<file path="config.mk">
export PLATFORM = sky130hd
export DESIGN_NAME = fetch_unit
export DESIGN_NICKNAME = d
export VERILOG_FILES = /design/src/rtl/fetch_unit.sv
export SDC_FILE = /design/constraint.sdc
export NUM_CORES = 1
export LEC_CHECK = 0
export BUFFER_PORTS_ARGS = -buffer_cell sky130_fd_sc_hd__buf_2
export CORE_UTILIZATION = 28
export CTS_CLUSTER_SIZE = 10
export DETAILED_ROUTE_END_ITERATION = 8
export PLACE_DENSITY = 0.5
export SLEW_MARGIN = 15
export SYNTH_ARGS = -nofsm -noshare
export SYNTH_HDL_FRONTEND = slang
export SYNTH_SLANG_ARGS = --single-unit
</file>
<file path="constraint.sdc">
create_clock -name CLK -period 3.54 [get_ports CLK]
set_clock_uncertainty 0.05 [all_clocks]
set_input_delay 0.531 -clock CLK [delete_from_list [all_inputs] [get_ports CLK]]
set_output_delay 0.531 -clock CLK [all_outputs]
set_load 0.005 [all_outputs]
</file>
<file path="src/rtl/fetch_unit.sv">
// fetch_unit: front-end fetch stage feeding decode from the icache.
//   Holds the PC, issues blocking word reads to the icache (REN/addr/halt,
//   hit/load), and buffers {pc, instr} pairs in an in-order instruction
//   queue (IQ) popped by decode. Handles redirects and a permanent halt.
// Ports:
//   CLK, RST         clock, synchronous active-high reset
//   icache_REN       read request (asserted until hit)
//   icache_addr      current PC
//   icache_halt      registered halt indication to the icache
//   icache_hit       icache returned icache_load for icache_addr this cycle
//   icache_load      instruction word
//   iq_valid         IQ head valid
//   iq_instr, iq_pc  IQ head instruction and its PC
//   iq_ready         decode consumes head
//   redirect_valid   flush IQ and restart fetch at redirect_pc
//   redirect_pc      new fetch PC (low two bits dropped)
//   halt             stop fetching until reset
//   halted           unit is in the HALT state
module fetch_unit #(
  parameter int unsigned IQ_DEPTH = 4,
  parameter logic [31:0] RESET_PC = 32'h0000_0000
) (
  input  logic        CLK,
  input  logic        RST,
  output logic        icache_REN,
  output logic [31:0] icache_addr,
  output logic        icache_halt,
  input  logic        icache_hit,
  input  logic [31:0] icache_load,
  output logic        iq_valid,
  output logic [31:0] iq_instr,
  output logic [31:0] iq_pc,
  input  logic        iq_ready,
  input  logic        redirect_valid,
  input  logic [31:0] redirect_pc,
  input  logic        halt,
  output logic        halted
);

  localparam int unsigned PW = $clog2(IQ_DEPTH);
  localparam int unsigned CW = $clog2(IQ_DEPTH + 1);
  localparam logic [CW-1:0] DEPTH_C = CW'(IQ_DEPTH);

  typedef enum logic {
    FETCH,
    HALT
  } state_t;

  state_t state, state_next;

  logic [31:0]   pc;
  logic [PW-1:0] head, tail;
  logic [CW-1:0] count;
  logic [31:0]   iq_instr_mem [IQ_DEPTH];
  logic [31:0]   iq_pc_mem    [IQ_DEPTH];

  logic fetching;
  logic push, pop, flush;

  // State register
  always_ff @(posedge CLK) begin
    if (RST) state <= FETCH;
    else     state <= state_next;
  end

  // Next-state logic: HALT is only left through reset
  always_comb begin
    state_next = state;
    if (state == FETCH && halt) state_next = HALT;
  end

  // Outputs and per-cycle control
  always_comb begin
    fetching    = (state == FETCH);
    halted      = (state == HALT);
    icache_halt = halted;
    // Full check uses the registered count: a same-cycle pop frees nothing.
    icache_REN  = fetching & (count < DEPTH_C) & ~redirect_valid & ~halt & ~RST;
    icache_addr = pc;
    iq_valid    = fetching & (count != '0);
    iq_instr    = iq_instr_mem[head];
    iq_pc       = iq_pc_mem[head];
    flush       = fetching & (halt | redirect_valid);
    // REN already excludes halt/redirect, so a push never races a flush.
    push        = icache_REN & icache_hit;
    pop         = iq_valid & iq_ready & ~flush;
  end

  // IQ storage: no reset needed, validity is tracked by count
  always_ff @(posedge CLK) begin
    if (push) begin
      iq_instr_mem[tail] <= icache_load;
      iq_pc_mem[tail]    <= pc;
    end
  end

  // PC and queue pointers
  always_ff @(posedge CLK) begin
    if (RST) begin
      pc    <= RESET_PC;
      head  <= '0;
      tail  <= '0;
      count <= '0;
    end else if (flush) begin
      head  <= '0;
      tail  <= '0;
      count <= '0;
      // halt outranks redirect: the PC is only reloaded on a pure redirect
      if (!halt) pc <= redirect_pc & 32'hFFFF_FFFC;
    end else if (fetching) begin
      if (push) begin
        tail <= tail + PW'(1);
        pc   <= pc + 32'd4;
      end
      if (pop) head <= head + PW'(1);
      if (push && !pop)      count <= count + CW'(1);
      else if (pop && !push) count <= count - CW'(1);
    end
  end

endmodule
</file>
# Yosys cells after proc, flatten, opt, wreduce, memory -nomap -nowiden
# Memory sizes are Yosys's and may differ from the RTL's. A register that Yosys moved wholly into a read port is not among the register bits.
# Cells that the tools add are included.
[word_totals] reg_bits=40 ram_bits=256 inputBits=70 out_inout_bits=100 word_cells=55 mem_count=2
[mem_list] name="iq_instr_mem" words=4 width=32 read_ports=1 rd_clocked_by_memory_dff=1 wr=1 line_no="54" source="logic [31:0] iq_instr_mem [IQ_DEPTH];"
[mem_list] name="iq_pc_mem" words=4 width=32 read_ports=1 rd_clocked_by_memory_dff=1 wr=1 line_no="55" source="logic [31:0] iq_pc_mem [IQ_DEPTH];"
[op_classes] addsub=5 magnitude_cmp=1 n_eq_ne=2 muxes=12 bitwise=15 reduce_logical=13
[ops] op="2-to-1 mux 32 bit" n=4
[ops] op="adder 32 x 3 -> 32 bit, second input constant" n=1
[ops] op="bitwise AND 1 bit" n=9
[ops] op="2-to-1 mux 2 bit" n=4
[ops] op="2-to-1 mux 3 bit" n=2
[ops] op="AND reduction 2 bit" n=3
[ops] op="inverter 1 bit" n=5
[ops] op="adder 2 x 1 -> 2 bit, second input constant" n=2
[ops] op="nonzero test 2 bit" n=2
[ops] op="adder 3 x 1 -> 3 bit, second input constant" n=1
[ops] op="logical AND 1 bit" n=3
[ops] op="< comparator 3 bit, second input constant" n=1
[ops] op="AND reduction 3 bit" n=1
[ops] op="nonzero test 3 bit" n=1
[ops] op="subtractor 3 x 1 -> 3 bit, second input constant" n=1
[ops] op="logical NOT 1 bit" n=2
[ops] op="2-to-1 mux 1 bit" n=2
[ops] op="inequality test 2 x 1 -> 1 bit, second input constant" n=1
[ops] op="inequality test 2 bit, second input constant" n=1
[ops] op="OR reduction 2 bit" n=1
[ops] op="bitwise OR 1 bit" n=1

# Longest topological paths before layout
# Gate-level depths: netlist of the first run.
[depth] depth_word=10 ltp_mapped=10 ltp_nobuf=10

# Least setup slack after synthesis of the first run
# No wires, ideal clock.
[synth_path] kind="input -> register" start="input port redirect_valid" end="memory iq_instr_mem[0][0], enable pin" setup_ps=427 arrival_ps=2582 setup_slack_ps=482 cell_stages=2 n_path_buf=0 path_cell_list="nor4b_1 and3_1"
[synth_between] elab_chain_len=7
[synth_lines] element="from (decl)" line_no="34" source="input logic redirect_valid,"
[synth_lines] element="inverter 1 bit" line_no="78" source="icache_REN = fetching & (count < DEPTH_C) & ~redirect_valid & ~halt & ~RST;"
[synth_lines] element="bitwise AND 1 bit (3 in series)" line_no="78"
[synth_lines] element="bitwise AND 1 bit" line_no="85" source="push = icache_REN & icache_hit;"
[synth_lines] element="2-to-1 mux 1 bit" line_no="91" source="if (push) begin"
[synth_lines] element="2-to-1 mux 1 bit (not written as such)" line_no="92" source="iq_instr_mem[tail] <= icache_load;"
[synth_lines] element="to (decl)" line_no="54"
# No other way between the ends.

==> flow_summary.json, run 1 <==
{
  "holdPathEnd": "iq_instr_mem[3][23]$_DFFE_PP_",
  "status": "complete, no violations",
  "fillCellCount": 3854,
  "required_ns": 2.96,
  "start_util": 0.287,
  "hold_violations": 0,
  "slew_headroom": 0.543,
  "synth_cell_types": 60,
  "numClockSinks": 288,
  "crit_arrival_ns": 2.31,
  "synth_top_area_share": 0.646,
  "ir_drop_mv": 0.274,
  "path_cells": "buf_4 -> mux4_2 -> buf_2",
  "cp_max_fo": 21,
  "die_area_um2": 42000,
  "fmax_mhz": 346,
  "antenna_found_initial": 0,
  "timing.reg2reg.setup_slack_ns": 0.99,
  "critPathCaptureType": "output port",
  "die_x_um": 205,
  "async_flop_share": 0,
  "gp_congestion": 0.738,
  "drt_iter0_drc": 346,
  "port_buffers": 163,
  "cts_root_buf": "clkbuf_16",
  "clock_path_buffers": 3,
  "r2r-end": "icache_addr[26]$_SDFFE_PP0P_",
  "nets": 928,
  "drt_first_pass_iters": 5,
  "core_um2": 40200,
  "yosysMostFrequentCell": "edfxtp_1",
  "rr_worst_depth": 4,
  "post-route-min-period_ns": 2.89,
  "worstHoldStart": "icache_load[23]",
  "design_area_um2": 14100,
  "period_share": 0.817,
  "drcViolationCount": 0,
  "rows": 73,
  "synthTopCellsByArea": "edfxtp_1 (65%), mux4_2 (12%), dfxtp_1 (6.9%), a21oi_1 (1.3%), nor2_1 (1.1%)",
  "synth_flop_cell": "edfxtp_1",
  "drive_gt1_frac": 0.355,
  "synthCells": 666,
  "ant_nets": 0,
  "post_cts.repair.setup_buffers": 0,
  "cts_made_buffers": 37,
  "viasPerCell": 4.80,
  "holdBufCountCts": 0,
  "dpl.hpwl_um": 17900,
  "rsz0062_at_grt": "false",
  "synth_top_cells_by_count": "edfxtp_1 (248), mux4_2 (62), dfxtp_1 (40)",
  "dpl_cell_area_um2": 13000,
  "crit_path_top_delay_cell": "dfxtp_4",
  "hold_depth": 1,
  "grt_max_degree": 63,
  "max_cap_viol_count": 0,
  "power_density_nw_per_um2": 521,
  "power_leakage_nw": 4.72,
  "gr-total-overflow": 0,
  "grt_pass1_vias": 6663,
  "yosys.area.top_type": "edfxtp_1",
  "synth-edff-count": 248,
  "clkTransAtPathRegs_ns": 0.05,
  "wl_um": 28200,
  "critical_path_class": "reg -> out",
  "worstMarginPinSlew_ns": 0.683,
  "finalSetupTns_ns": 0,
  "vias": 6684,
  "dieHeight_um": 205,
  "critPathLaunchType": "flip-flop",
  "area_growth_pct": 22.3,
  "track_usage": 0.136,
  "wire_per_inst_um": 20.2,
  "avgSynthCellArea_um2": 17.3,
  "finalSetupViolations": 0,
  "antenna-diode-count": 0,
  "post-route-util": 0.351,
  "grt_pass1_wl_um": 42200,
  "synth_warnings": 0,
  "min_path_type": "in -> reg",
  "cts_tree": "yes",
  "post_cts_resized": 0,
  "r2r-start": "icache_addr[5]$_SDFFE_PP0P_",
  "seq_area_frac_synth": 0.715,
  "synth-seq-cells": 288,
  "cts-htree-levels": 2,
  "critPathMaxStageDelay_ns": 0.65,
  "insertion_delay_ns": 0.53,
  "synth_area_um2": 11500,
  "ios": 170,
  "slew_viol_final": 0
}
-- worst max-delay path by stage --
stage,slack (ns),from,depth (start not counted),to
floorplan,0.48,redirect_valid,2,iq_instr_mem[0][0]$_DFFE_PP_
global placement,0.90,redirect_valid,12,count[2]$_SDFFE_PP0P_
global route,0.45,flip-flop,3,iq_instr[13]
detailed placement,0.91,redirect_valid,12,count[2]$_SDFFE_PP0P_
finish,0.65,flip-flop,3,iq_pc[19]
CTS,0.52,flip-flop,3,iq_pc[31]
-- layout by cell type (no fill, tap or decap), types with 3 or more instances in the layout --
| cell type | netlist | routed |
|---|---|---|
| a21oi_1 | 29 | 29 |
| a22oi_1 | 3 | 3 |
| a311oi_1 | 3 | 3 |
| a31oi_1 | 6 | 6 |
| and2_1 | 4 | 4 |
| and3_1 | 17 | 13 |
| and3_4 | 0 | 4 |
| and4_1 | 3 | 3 |
| buf_12 | 0 | 6 |
| buf_2 | 8 | 163 |
| buf_4 | 7 | 15 |
| clkbuf_1 | 20 | 6 |
| clkbuf_16 | 0 | 39 |
| clkinv_1 | 0 | 4 |
| clkinv_2 | 0 | 6 |
| conb_1 | 1 | 4 |
| dfxtp_1 | 40 | 38 |
| edfxtp_1 | 248 | 248 |
| ha_1 | 6 | 6 |
| inv_1 | 14 | 14 |
| mux2i_1 | 3 | 3 |
| mux4_2 | 62 | 62 |
| nand2_1 | 24 | 24 |
| nand3_1 | 22 | 22 |
| nand4_1 | 10 | 10 |
| nor2_1 | 34 | 34 |
| nor3_1 | 10 | 10 |
| nor4_1 | 6 | 6 |
| o211ai_1 | 7 | 7 |
| o21a_1 | 3 | 3 |
| o21ai_0 | 16 | 16 |
| o32ai_1 | 3 | 3 |
| or3_1 | 5 | 5 |
| or4_1 | 5 | 5 |
| xnor2_1 | 3 | 3 |
| xor2_1 | 3 | 3 |
-- through the flow --
| stage | hold slack [ns] | total power [mW] | worst slack (ns) | instances |
|---|---|---|---|---|
| floorplan | 0.419 | 3.96 | 0.482 | 669 |
| global placement | 0.440 | 4.10 | 0.896 | 1337 |
| detailed placement | 0.447 | 4.11 | 0.914 | 1337 |
| CTS | 0.128 | 7.49 | 0.521 | 1393 |
| global route | 0.149 | 7.63 | 0.449 | 1393 |
| finish | 0.164 | 7.35 | 0.647 | 1393 |
-- state kept, by name, summed over array words and instances, names as in the netlist, named ones only --
signal,count
count,3
halted,1
head,2
icache_addr,30
iq_instr_mem,128
iq_pc_mem,120
tail,2
-- cell families after synthesis --
logic type                 synth area share
DFF                                   0.715
and+or+nand+nor                      0.0729
AOI/OAI and AO/OA                    0.0485
muxes                                 0.126
buffers and inverters                0.0247
adders and majority gates           0.00824
xor gates and xnor gates            0.00456
other                              0.000325
-- where the power goes --
| group | switching [mW] | internal (mW) | leakage [nW] |
|---|---|---|---|
| Combinational | 0.152 | 0.107 | 1.66 |
| Clock | 1.34 | 1.98 | 0.522 |
| Sequential | 0.0590 | 3.72 | 2.53 |
-- metal layers --
layer,global-route usage,part of all wire,vias to the layer above
li1,-,-,3057
met1,0.188,0.45,3369
met2,0.211,0.47,230
met3,0.0290,0.063,28
met4,0.0455,0.015,0
met5,0,0,-
-- final cells by class --
class / instances / area [µm²] / area share
clock buffer: 45 / 998 / 0.0708
clock inverter: 11 / 53.8 / 0.00382
inverter: 14 / 52.6 / 0.00373
multi-input combinational: 326 / 3040 / 0.215
sequential: 288 / 8260 / 0.585
tap: 525 / 657 / 0.0466
timing repair buffer: 184 / 1050 / 0.0744
-- worst max-delay path, delay by kind of cell, from the launching register on --
family	cells	cell delay, ns
DFF	1	0.65
buffers and inverters	2	0.55
muxes	1	0.56
Power figures use the tool's default switching activity.
==> run 2, diff against run 1 <==
- clock period: 3.54 -> 2.7 ns (I/O delays scaled with it)
==> flow_summary.json, run 2 (synthesis gave the netlist of run 1 again) <==
{
  "min_path_type": "in -> reg",
  "port_buffers": 163,
  "post_cts.repair.setup_buffers": 0,
  "grt_pass1_wl_um": 43400,
  "holdPathEnd": "halted$_SDFFE_PP0P_",
  "rr_worst_depth": 10,
  "worstMarginPinSlew_ns": 0.753,
  "gp_congestion": 0.769,
  "critPathMaxStageDelay_ns": 0.64,
  "insertion_delay_ns": 0.53,
  "period_share": 0.940,
  "die_area_um2": 42000,
  "max_cap_viol_count": 0,
  "fillCellCount": 3888,
  "finalSetupViolations": 0,
  "status": "complete, no violations",
  "viasPerCell": 4.74,
  "critPathLaunchType": "flip-flop",
  "ir_drop_mv": 0.306,
  "drt_first_pass_iters": 6,
  "slew_headroom": 0.498,
  "numClockSinks": 288,
  "start_util": 0.287,
  "cts_made_buffers": 37,
  "dpl.hpwl_um": 18300,
  "rsz0062_at_grt": "false",
  "crit_path_top_delay_cell": "mux4_2",
  "finalSetupTns_ns": 0,
  "path_cells": "buf_4 -> mux4_2 -> buf_2",
  "cts_tree": "yes",
  "fmax_mhz": 394,
  "drt_iter0_drc": 297,
  "required_ns": 2.25,
  "die_x_um": 205,
  "clock_path_buffers": 3,
  "crit_arrival_ns": 2.08,
  "critical_path_class": "reg -> out",
  "slew_viol_final": 0,
  "hold_violations": 0,
  "antenna_found_initial": 0,
  "post-route-min-period_ns": 2.54,
  "power_leakage_nw": 4.86,
  "vias": 6722,
  "grt_max_degree": 45,
  "area_growth_pct": 24.3,
  "wl_um": 28700,
  "clkTransAtPathRegs_ns": 0.06,
  "wire_per_inst_um": 20.2,
  "r2r-start": "halted$_SDFFE_PP0P_",
  "final_common_cell": "edfxtp_1",
  "final_cell_mix": "edfxtp_1 (248), buf_2 (163), mux4_2 (62)",
  "r2r-end": "count[2]$_SDFFE_PP0P_",
  "hold_depth": 2,
  "largest_reg_flops": 128,
  "grt_pass1_vias": 6923,
  "holdBufCountCts": 0,
  "critPathCaptureType": "output port",
  "regMostFlops": "iq_instr_mem",
  "cts_root_buf": "clkbuf_16",
  "timing.reg2reg.setup_slack_ns": 0.37,
  "gr-total-overflow": 0,
  "cp_max_fo": 20,
  "power_density_nw_per_um2": 686,
  "track_usage": 0.140,
  "ios": 170,
  "nets": 953,
  "rows": 73,
  "post_cts_resized": 0,
  "cts-htree-levels": 2,
  "ant_nets": 0,
  "drcViolationCount": 0,
  "drive_gt1_frac": 0.368,
  "hold_slack_ns": 0.0375,
  "core_um2": 40200,
  "dieHeight_um": 205,
  "antenna-diode-count": 0,
  "worstHoldStart": "RST"
}
## run 2: worst max-delay path, delay by kind of cell, from the launching register on
| kind | cells | cell delay (ns) |
|---|---|---|
| mux | 1 | 0.64 |
| buf+inv | 2 | 0.54 |
| flops | 1 | 0.36 |
## run 2: layer usage
layer / up-vias / global-route usage / routed length [µm]
li1: 3100 / - / -
met1: 3391 / 0.190 / 12900
met2: 192 / 0.219 / 13400
met3: 39 / 0.0309 / 1800
met4: 0 / 0.0479 / 554
met5: - / 0 / 0
## run 2: cell type report
type,count,area (µm²),area share
clock buffers,49,971,0.0677
clock inverters,8,111,0.00777
inverters,14,52.6,0.00367
multi-input cells,326,3040,0.212
flip-flops and latches,288,8260,0.576
well taps,525,657,0.0458
repair buffers,209,1250,0.0871
## run 2: worst max-delay path by stage
| stage | cells after the start | to | slack [ns] |
|---|---|---|---|
| 6_report | 3 | iq_pc[12] | 0.16 |
| 4_1_cts | 3 | iq_pc[12] | 0.08 |
| 5_1_grt | 3 | iq_pc[12] | 0.03 |
| 3_3_place_gp | 11 | count[2]$_SDFFE_PP0P_ | 0.31 |
| 2_1_floorplan | 10 | count[2]$_SDFFE_PP0P_ | 0.36 |
| 3_5_place_dp | 11 | count[2]$_SDFFE_PP0P_ | 0.28 |
## run 2: stage by stage
step	cells	area (µm²)	util	total power [mW]	worst slack, ns
3_3_place_gp	1362	13200	0.330	5.41	0.309
2_1_floorplan	669	11500	-	5.19	0.362
5_1_grt	1419	14300	0.357	10.2	0.0333
3_5_place_dp	1362	13200	0.330	5.41	0.276
4_1_cts	1419	14300	0.357	9.99	0.0757
6_report	1419	14300	0.357	9.83	0.161
## run 2: power by group
group | leakage, nW | switching (mW) | internal (mW)
clock network | 0.525 | 1.74 | 2.78
logic | 1.80 | 0.238 | 0.163
registers | 2.53 | 0.0435 | 4.87
total | 4.86 | 2.02 | 7.81
==> run 3, diff against run 2 <==
- BUFFER_PORTS_ARGS: -buffer_cell sky130_fd_sc_hd__buf_2 -> default
- DONT_BUFFER_PORTS: default -> 1
- PLACE_DENSITY: 0.5 -> 0.46
==> flow_summary.json, run 3 (synthesis gave the netlist of run 1 again) <==
{
  "status": "complete, no violations",
  "hold_depth": 3,
  "critPathCaptureType": "output port",
  "critPathLaunchType": "flip-flop",
  "cts_root_buf": "clkbuf_16",
  "hold_violations": 0,
  "clock_path_buffers": 3,
  "finalSetupViolations": 0,
  "drive_gt1_frac": 0.219,
  "rsz0062_at_grt": "false",
  "max_cap_viol_count": 0,
  "required_ns": 2.25,
  "drcViolationCount": 0,
  "wire_per_inst_um": 22.5,
  "slew_viol_final": 0,
  "antenna_found_initial": 4,
  "wl_um": 29100,
  "final_cell_mix": "edfxtp_1 (248), mux4_2 (62), clkbuf_16 (42)",
  "fmax_mhz": 414,
  "start_util": 0.287,
  "cp_max_fo": 28,
  "power_mw": 9.90,
  "post-route-min-period_ns": 2.41,
  "cts_tree": "yes",
  "vias": 6431,
  "die_x_um": 205,
  "post_cts.repair.setup_buffers": 0,
  "nets": 827,
  "critical_path_class": "reg -> out",
  "crit_arrival_ns": 1.96,
  "final_common_cell": "edfxtp_1",
  "die_area_um2": 42000,
  "insertion_delay_ns": 0.53,
  "min_path_type": "in -> reg",
  "worstMarginPinSlew_ns": 1.09,
  "finalSetupTns_ns": 0,
  "clkTransAtPathRegs_ns": 0.05,
  "dpl.hpwl_um": 18600,
  "holdBufCountCts": 40,
  "ios": 170,
  "dieHeight_um": 205,
  "grt_max_degree": 45,
  "drt_iter0_drc": 419,
  "gr-total-overflow": 0,
  "slew_headroom": 0.274,
  "core_um2": 40200,
  "grt_pass1_vias": 6683,
  "viasPerCell": 4.96,
  "rows": 73,
  "regMostFlops": "iq_instr_mem",
  "cts-htree-levels": 2,
  "grt_pass1_wl_um": 42800,
  "power_leakage_nw": 4.36,
  "post_cts_resized": 0,
  "largest_reg_flops": 128,
  "rr_worst_depth": 10,
  "area_growth_pct": 21.2,
  "period_share": 0.894,
  "ir_drop_mv": 0.319,
  "cts_made_buffers": 38,
  "ant_nets": 0,
  "power_density_nw_per_um2": 708,
  "drt_first_pass_iters": 5,
  "port_buffers": 0,
  "numClockSinks": 288,
  "gp_congestion": 0.806,
  "track_usage": 0.141
}
-- run 3: changes by cell type in the layout (fill, tap and decap cells not counted), sizes merged --
cell         previous run  this run
diode                   0         1
buf                   209        42
clkbuf                 49        54
bufinv                  3         0
clkinv                  5         6
dlygate4sd3             0        40
-- run 3: final cells by class --
class / instances / area [µm²]
antenna: 1 / 2.50
clock buffer: 54 / 1130
inverter: 14 / 52.6
sequential: 288 / 8260
timing repair buffer: 82 / 816
clock inverter: 6 / 31.3
fill: 3812 / 26200
multi-input combinational: 326 / 3040
tap: 525 / 657
-- run 3: critical path: stages, from the launching register on --
cell     delay, ns
dfxtp_4       0.66
buf_4         0.37
mux4_2        0.39
-- run 3: where the power goes --
part           total, mW  internal [mW]  switching [mW]
logic              0.345          0.136           0.209
clock network       4.62           2.87            1.76
registers           4.93           4.88          0.0541
-- run 3: path summary, 6_finish.rpt --
path,startpoint,to,slack (ns)
max,flip-flop,iq_instr[13],0.29
min,redirect_valid,icache_addr[20]$_SDFFE_PP0P_,0.07
max reg2reg,halted$_SDFFE_PP0P_,count[2]$_SDFFE_PP0P_,0.31
min reg2reg,tail[1]$_SDFFE_PP0P_,tail[1]$_SDFFE_PP0P_,0.45
-- run 3: metrics by stage --
step,instances,setup WS [ns],utilization,hold slack [ns],cell area [µm²]
floorplan,669,0.362,-,0.419,11500
global placement,1195,0.326,0.309,0.430,12400
detailed placement,1195,0.343,0.309,0.431,12400
CTS,1295,0.184,0.348,0.0218,14000
global route,1296,0.0543,0.348,0.0605,14000
finish,1296,0.287,0.348,0.0651,14000
-- run 3: per-layer routing --
metal | part of all wire | vias up | global-route usage
met4 | 0.027 | 2 | 0.0489
met1 | 0.41 | 3247 | 0.171
met5 | 0.00045 | - | 0
li1 | - | 2857 | -
met3 | 0.086 | 59 | 0.0501
met2 | 0.47 | 266 | 0.230
